===== src/rtl/pipe_adder.sv =====
// Pipelined WIDTH-bit adder, {cout,sum} = in1 + in2 + cin, carry chain split over STAGES
// registered chunks with valid/ready on both sides. Define PIPE_ADDER_SUB_EN to add a sub port.
module pipe_adder #(
    parameter int WIDTH  = 32,
    parameter int STAGES = 4
) (
    input  logic             clk,
    input  logic             rst,
    input  logic             in_valid,
    output logic             in_ready,
    input  logic [WIDTH-1:0] in1,
    input  logic [WIDTH-1:0] in2,
    input  logic             cin,
`ifdef PIPE_ADDER_SUB_EN
    input  logic             sub,
`endif
    output logic             out_valid,
    input  logic             out_ready,
    output logic [WIDTH-1:0] sum,
    output logic             cout
);

    localparam int CW = WIDTH / STAGES;

    // Stage registers: full operands travel down the pipe (skew), and each stage
    // ORs its finished chunk into the partial sum it inherits (deskew).
    logic [WIDTH-1:0] a_q   [STAGES];
    logic [WIDTH-1:0] b_q   [STAGES];
    logic [WIDTH-1:0] s_q   [STAGES];
    logic             c_q   [STAGES];
    logic             v_q   [STAGES];
    logic             sub_q [STAGES];

    logic [WIDTH-1:0] a_in   [STAGES];
    logic [WIDTH-1:0] b_in   [STAGES];
    logic [WIDTH-1:0] s_in   [STAGES];
    logic             c_in   [STAGES];
    logic             v_in   [STAGES];
    logic             sub_in [STAGES];
    logic [WIDTH-1:0] s_d    [STAGES];
    logic             c_d    [STAGES];

    logic sub_bit;
    logic adv;

`ifdef PIPE_ADDER_SUB_EN
    assign sub_bit = sub;
`else
    assign sub_bit = 1'b0;
`endif

    assign adv      = !v_q[STAGES-1] || out_ready;
    assign in_ready = adv;

    for (genvar k = 0; k < STAGES; k++) begin : g_stage
        logic [CW:0] part;

        if (k == 0) begin : g_first
            // Subtraction folds in as in1 + ~in2 + !cin; the !cin fix-up lives here.
            assign a_in[k]   = in1;
            assign b_in[k]   = in2;
            assign s_in[k]   = '0;
            assign c_in[k]   = cin ^ sub_bit;
            assign v_in[k]   = in_valid;
            assign sub_in[k] = sub_bit;
        end else begin : g_rest
            assign a_in[k]   = a_q[k-1];
            assign b_in[k]   = b_q[k-1];
            assign s_in[k]   = s_q[k-1];
            assign c_in[k]   = c_q[k-1];
            assign v_in[k]   = v_q[k-1];
            assign sub_in[k] = sub_q[k-1];
        end

        assign part = {1'b0, a_in[k][k*CW +: CW]}
                    + {1'b0, b_in[k][k*CW +: CW] ^ {CW{sub_in[k]}}}
                    + {{CW{1'b0}}, c_in[k]};
        assign s_d[k] = s_in[k] | (WIDTH'(part[CW-1:0]) << (k*CW));
        assign c_d[k] = part[CW];
    end

    always_ff @(posedge clk) begin
        if (rst) begin
            for (int unsigned k = 0; k < STAGES; k++) begin
                a_q[k]   <= '0;
                b_q[k]   <= '0;
                s_q[k]   <= '0;
                c_q[k]   <= 1'b0;
                v_q[k]   <= 1'b0;
                sub_q[k] <= 1'b0;
            end
        end else if (adv) begin
            for (int unsigned k = 0; k < STAGES; k++) begin
                a_q[k]   <= a_in[k];
                b_q[k]   <= b_in[k];
                s_q[k]   <= s_d[k];
                c_q[k]   <= c_d[k];
                v_q[k]   <= v_in[k];
                sub_q[k] <= sub_in[k];
            end
        end
    end

    assign sum       = s_q[STAGES-1];
    assign cout      = c_q[STAGES-1];
    assign out_valid = v_q[STAGES-1];

endmodule


===== config.mk =====
export PLATFORM = sky130hd
export DESIGN_NAME = pipe_adder
export DESIGN_NICKNAME = d
export VERILOG_FILES = /design/src/rtl/pipe_adder.sv
export SDC_FILE = /design/constraint.sdc
export NUM_CORES = 1
export LEC_CHECK = 0
export CORE_MARGIN = 2
export CORE_UTILIZATION = 55
export CTS_BUF_LIST = sky130_fd_sc_hd__clkbuf_2
export CTS_CLUSTER_DIAMETER = 30
export CTS_CLUSTER_SIZE = 12
export DETAILED_ROUTE_END_ITERATION = 6
export GPL_TIMING_DRIVEN = 0
export MAX_ROUTING_LAYER = met4
export PLACE_DENSITY = 0.8
export SYNTH_ARGS = -nofsm -noshare
export SYNTH_HDL_FRONTEND = slang
export SYNTH_SLANG_ARGS = --single-unit

===== constraint.sdc =====
create_clock -name clk -period 10.2 [get_ports clk]
set_input_delay 2.04 -clock clk [delete_from_list [all_inputs] [get_ports clk]]
set_output_delay 2.04 -clock clk [all_outputs]
set_load 0.1 [all_outputs]

# [After elaboration in Yosys (flattened, before gate mapping)]
# Memory sizes are Yosys's and may differ from the RTL's.
# Index checks and enable logic that the tools add are counted.
[classes] bitwise=30 n_reduce_logical=2 addsub=8 n_mux=29
[op_table] op="2-to-1 mux 32 bit" count=12
[op_table] op="adder 8 x 8 -> 9 bit" count=4
[op_table] op="adder 9 x 1 -> 9 bit" count=4
[op_table] op="bitwise OR 32 x 16 -> 32 bit" count=1
[op_table] op="bitwise OR 32 x 24 -> 32 bit" count=1
[op_table] op="bitwise OR 32 bit" count=1
[op_table] op="bitwise OR 1 bit" count=24
[op_table] op="XOR 8 bit" count=3
[op_table] op="2-to-1 mux 1 bit" count=17
[op_table] op="logical NOT 1 bit" count=1
[op_table] op="logical OR 1 bit" count=1
[word_totals] out_inout_bits=35 register_bits=0 memories=6 ramBits=396
[mem_list] memory="a_q" depth=4 width=32 rd=3 rd_ports_with_merged_regs=0 write_ports=4 line_no="27" text="logic [WIDTH-1:0] a_q [STAGES];"
[mem_list] memory="b_q" depth=4 width=32 rd=3 rd_ports_with_merged_regs=0 write_ports=4 line_no="28" text="logic [WIDTH-1:0] b_q [STAGES];"
[mem_list] memory="s_q" depth=4 width=32 rd=4 rd_ports_with_merged_regs=0 write_ports=4 line_no="29" text="logic [WIDTH-1:0] s_q [STAGES];"
[mem_list] memory="c_q" depth=4 width=1 rd=4 rd_ports_with_merged_regs=0 write_ports=4 line_no="30" text="logic c_q [STAGES];"
[mem_list] memory="sub_q" depth=4 width=1 rd=3 rd_ports_with_merged_regs=0 write_ports=4 line_no="32" text="logic sub_q [STAGES];"
[mem_list] memory="v_q" depth=4 width=1 rd=4 rd_ports_with_merged_regs=0 write_ports=4 line_no="31" text="logic v_q [STAGES];"

# [Depth between registers and ports, before layout]
# An unclocked memory read counts as a cell.
[logic_depth] depth_word=7 ltp_mapped=7

# [Least setup slack after synthesis]
# Ideal clock, no wire load.
[synth_path] kind="input -> register" startpoint="input port rst" endpoint="memory a_q[0][10], enable pin" setup_ns=0.577 stages=1 n_path_buf=0 t_arrival_ns=6.459 required_time_ns=9.623 setup_slack_ns=3.163 path_cell_list="nand2b_1"
[synth_lines] item="start: declaration" line_no="8" text="input logic rst,"
[synth_lines] item="end: declaration" line_no="27"

# [Final worst setup path]
[layout_path] startpoint="input port out_ready" endpoint="output port in_ready"
[layout_between] elab_chain_cells=1
[layout_rtl] item="start: declaration" line_no="18" text="input logic out_ready,"
[layout_rtl] item="logical OR 1 bit" line_no="52" text="assign adv = !v_q[STAGES-1] || out_ready;"
[layout_rtl] item="end: declaration" line_no="10" text="output logic in_ready,"
# No other way between the ends.

==> metrics.cfg <==
[synth]
syn_nets=673
ys_warn_count=0
avgSynthCellArea_um2=14.2
syn_inst=568
synth_area_leaders=edfxtp_1, and2_1, ha_1
yosys.area.top_type_share_pct=68.3
synth_cell_types=31
synth-seq-area-share_pct=68.3
syn_area_mm2=0.00809
synth_top_area_cell=edfxtp_1
ys_seq_elements=184

[power_and_ir_drop]
vdd.ir_drop.worst_mv=0.0843
seqPwrFrac_pct=59.8
p_sw_uw=376
total_power_mw=1.50
power_frac_comb_pct=13.8
p_int_mw=1.12
pwr-share-clk_pct=26.4
leakage_nw=3.86
power_switching_share_pct=25.1
powerDensity_mw_per_mm2=155

[timing]
fin_crit_ns=5.83
worstMarginPinSlew_ns=0.980
tns_ns=0
finalHoldViolCount=0
period_share_pct=57.1
rsz0062_at_grt=false
finClkSkew_ns=0.0322
drv_slew=0
fin_ws_ns=4.37
timing.fmax_mhz=172
setup_viol=0
slew_headroom_pct=34.4

[clock_network]
clk-insertion-delay-late_ns=0.77
tritoncts=done
postCtsSetupRepairBufs=0
htree_levels=4
cts.sinks=184
cts_hold_buffers=0
clockRootBuffer=clkbuf_2
path_clk_slew_ns=0.23
cts.repair.resized=0
cts_buffer_depth=2
cts_buffers=17

[layout]
final_area_mm2=0.00968
syn2layout_area_growth_pct=19.7
drive_gt1_share_pct=5.12
mostFrequentLayoutCell=edfxtp_1
n_fill_cell=1030
multi_input_area_mm2=0.00242
nets=797
regArea_mm2=0.00553
layout_common_cells=edfxtp_1, and2_1, clkdlybuf4s50_1

[critical_path]
cp.required_ns=8.16
arrival_ns=3.79
critPathMaxFanout=6
startpoint_type=input port
end_kind=output port
worstSetupPathType=in2out

[place]
dpl_cell_area_mm2=0.00941
hpwl_um=10400
dp_slack_ns=4.37
port_buffers=103
gp_congestion=0.778

[route]
firstDrtPassIters=5
drt_iter0_drc=429
drtAntennaViolNets=0
wire_per_inst_um=16.6
finalWirelength_um=14700
via_per_inst=5.45
drc_errors=0
vias=4837

[grt]
grt_pass1_wl_um=23300
overflow=0
antenna_found_initial=1
grt_max_degree=78
gr-usage-all-layers_pct=20.1
grt_pass1_vias=4903

[floorplanning]
die_area_mm2=0.0157
die_h_um=125
ios=104
initial_utilization_pct=56.1
die_x_um=125
rows=44
design.core.area_mm2=0.0144

[min_path]
min_path_type=reg2reg

[status]
status=finished, final reports clean

[job]
cap_viol_max_count=0

==> path summary, 6_finish.rpt <==
kind	from	endpoint	slack [ns]	depth (start not counted)
max	out_ready	in_ready	4.37	4
min	b_q[0][16]	b_q[0][48]	0.54	1
max reg2reg	a_q[0][88]	s_q[3][30]	7.86	7
min reg2reg	b_q[0][16]	b_q[0][48]	0.54	1
==> worst max-delay path, stage by stage <==
cell and delay (ns):
clkdlybuf4s50_1 0.50, nor2b_4 0.07, inv_1 0.05, clkdlybuf4s50_1 1.12
==> synth_stat cells <==
library cell and instances:
edfxtp_1 184, and2_1 153, ha_1 28, o21ai_0 25, nor2_1 22, clkbuf_1 19
nor3_1 17, inv_1 16, a211oi_1 15, a21oi_1 9, nor2b_1 9, fa_1 8
o21a_1 7, o31a_1 7, nand2b_1 6, nand3_1 6, a21o_1 5, o2111ai_1 5
or4_1 5, nand2_1 4, a31oi_1 3, nor3b_1 3, nor4b_1 3, nor4_1 2
buf_2 1, buf_6 1, nor2b_4 1, o211a_1 1, o21bai_1 1, or2_1 1
xnor2_1 1
==> layout make-up <==
class	count	area share, %
Clock inverter	12	1.83
Clock buffer	18	0.930
Antenna cell	1	0.0258
Sequential cell	184	57.1
Multi-Input combinational cell	347	25.0
Inverter	16	0.620
Buffer	21	0.905
Timing Repair Buffer	105	11.2
Tap cell	184	2.38
==> sequential cells by signal, indices dropped and copies added, names as in the netlist <==
name,cells
a_q,48
b_q,48
c_q,4
s_q,80
v_q,4
==> power groups by stage <==
stage,clock network [mW],logic [mW],registers (mW)
2_1_floorplan,0,0.0786,0.968
3_3_place_gp,0,0.198,0.913
3_5_place_dp,0,0.205,0.914
4_1_cts,0.404,0.207,0.896
5_1_grt,0.430,0.221,0.901
6_report,0.396,0.206,0.896
==> through the flow <==
stage | instances | util, % | hold slack [ns]
after global routing | 888 | 67.1 | 0.556
after CTS | 887 | 67.1 | 0.535
after detailed placement | 857 | 65.3 | 0.503
after floorplan | 568 | - | 0.497
after global placement | 855 | 64.8 | 0.498
final | 888 | 67.1 | 0.535
==> metal layers <==
layer,vias to the layer above,global-route usage (%),share of wire [%]
met5,-,-,0
met4,0,9.28,2.8
met3,32,4.92,5.5
met2,180,33.5,52
met1,2308,23.1,40
li1,2317,-,-
==> logic make-up after synthesis <==
group | Yosys count | share of synthesized area, %
flops | 184 | 68.3
buf+inv | 37 | 1.83
fa+ha+maj | 36 | 6.31
compound gates | 78 | 6.36
xor+xnor | 1 | 0.108
simple gates | 232 | 17.1
No activity file was read; power rests on OpenSTA's default activity.
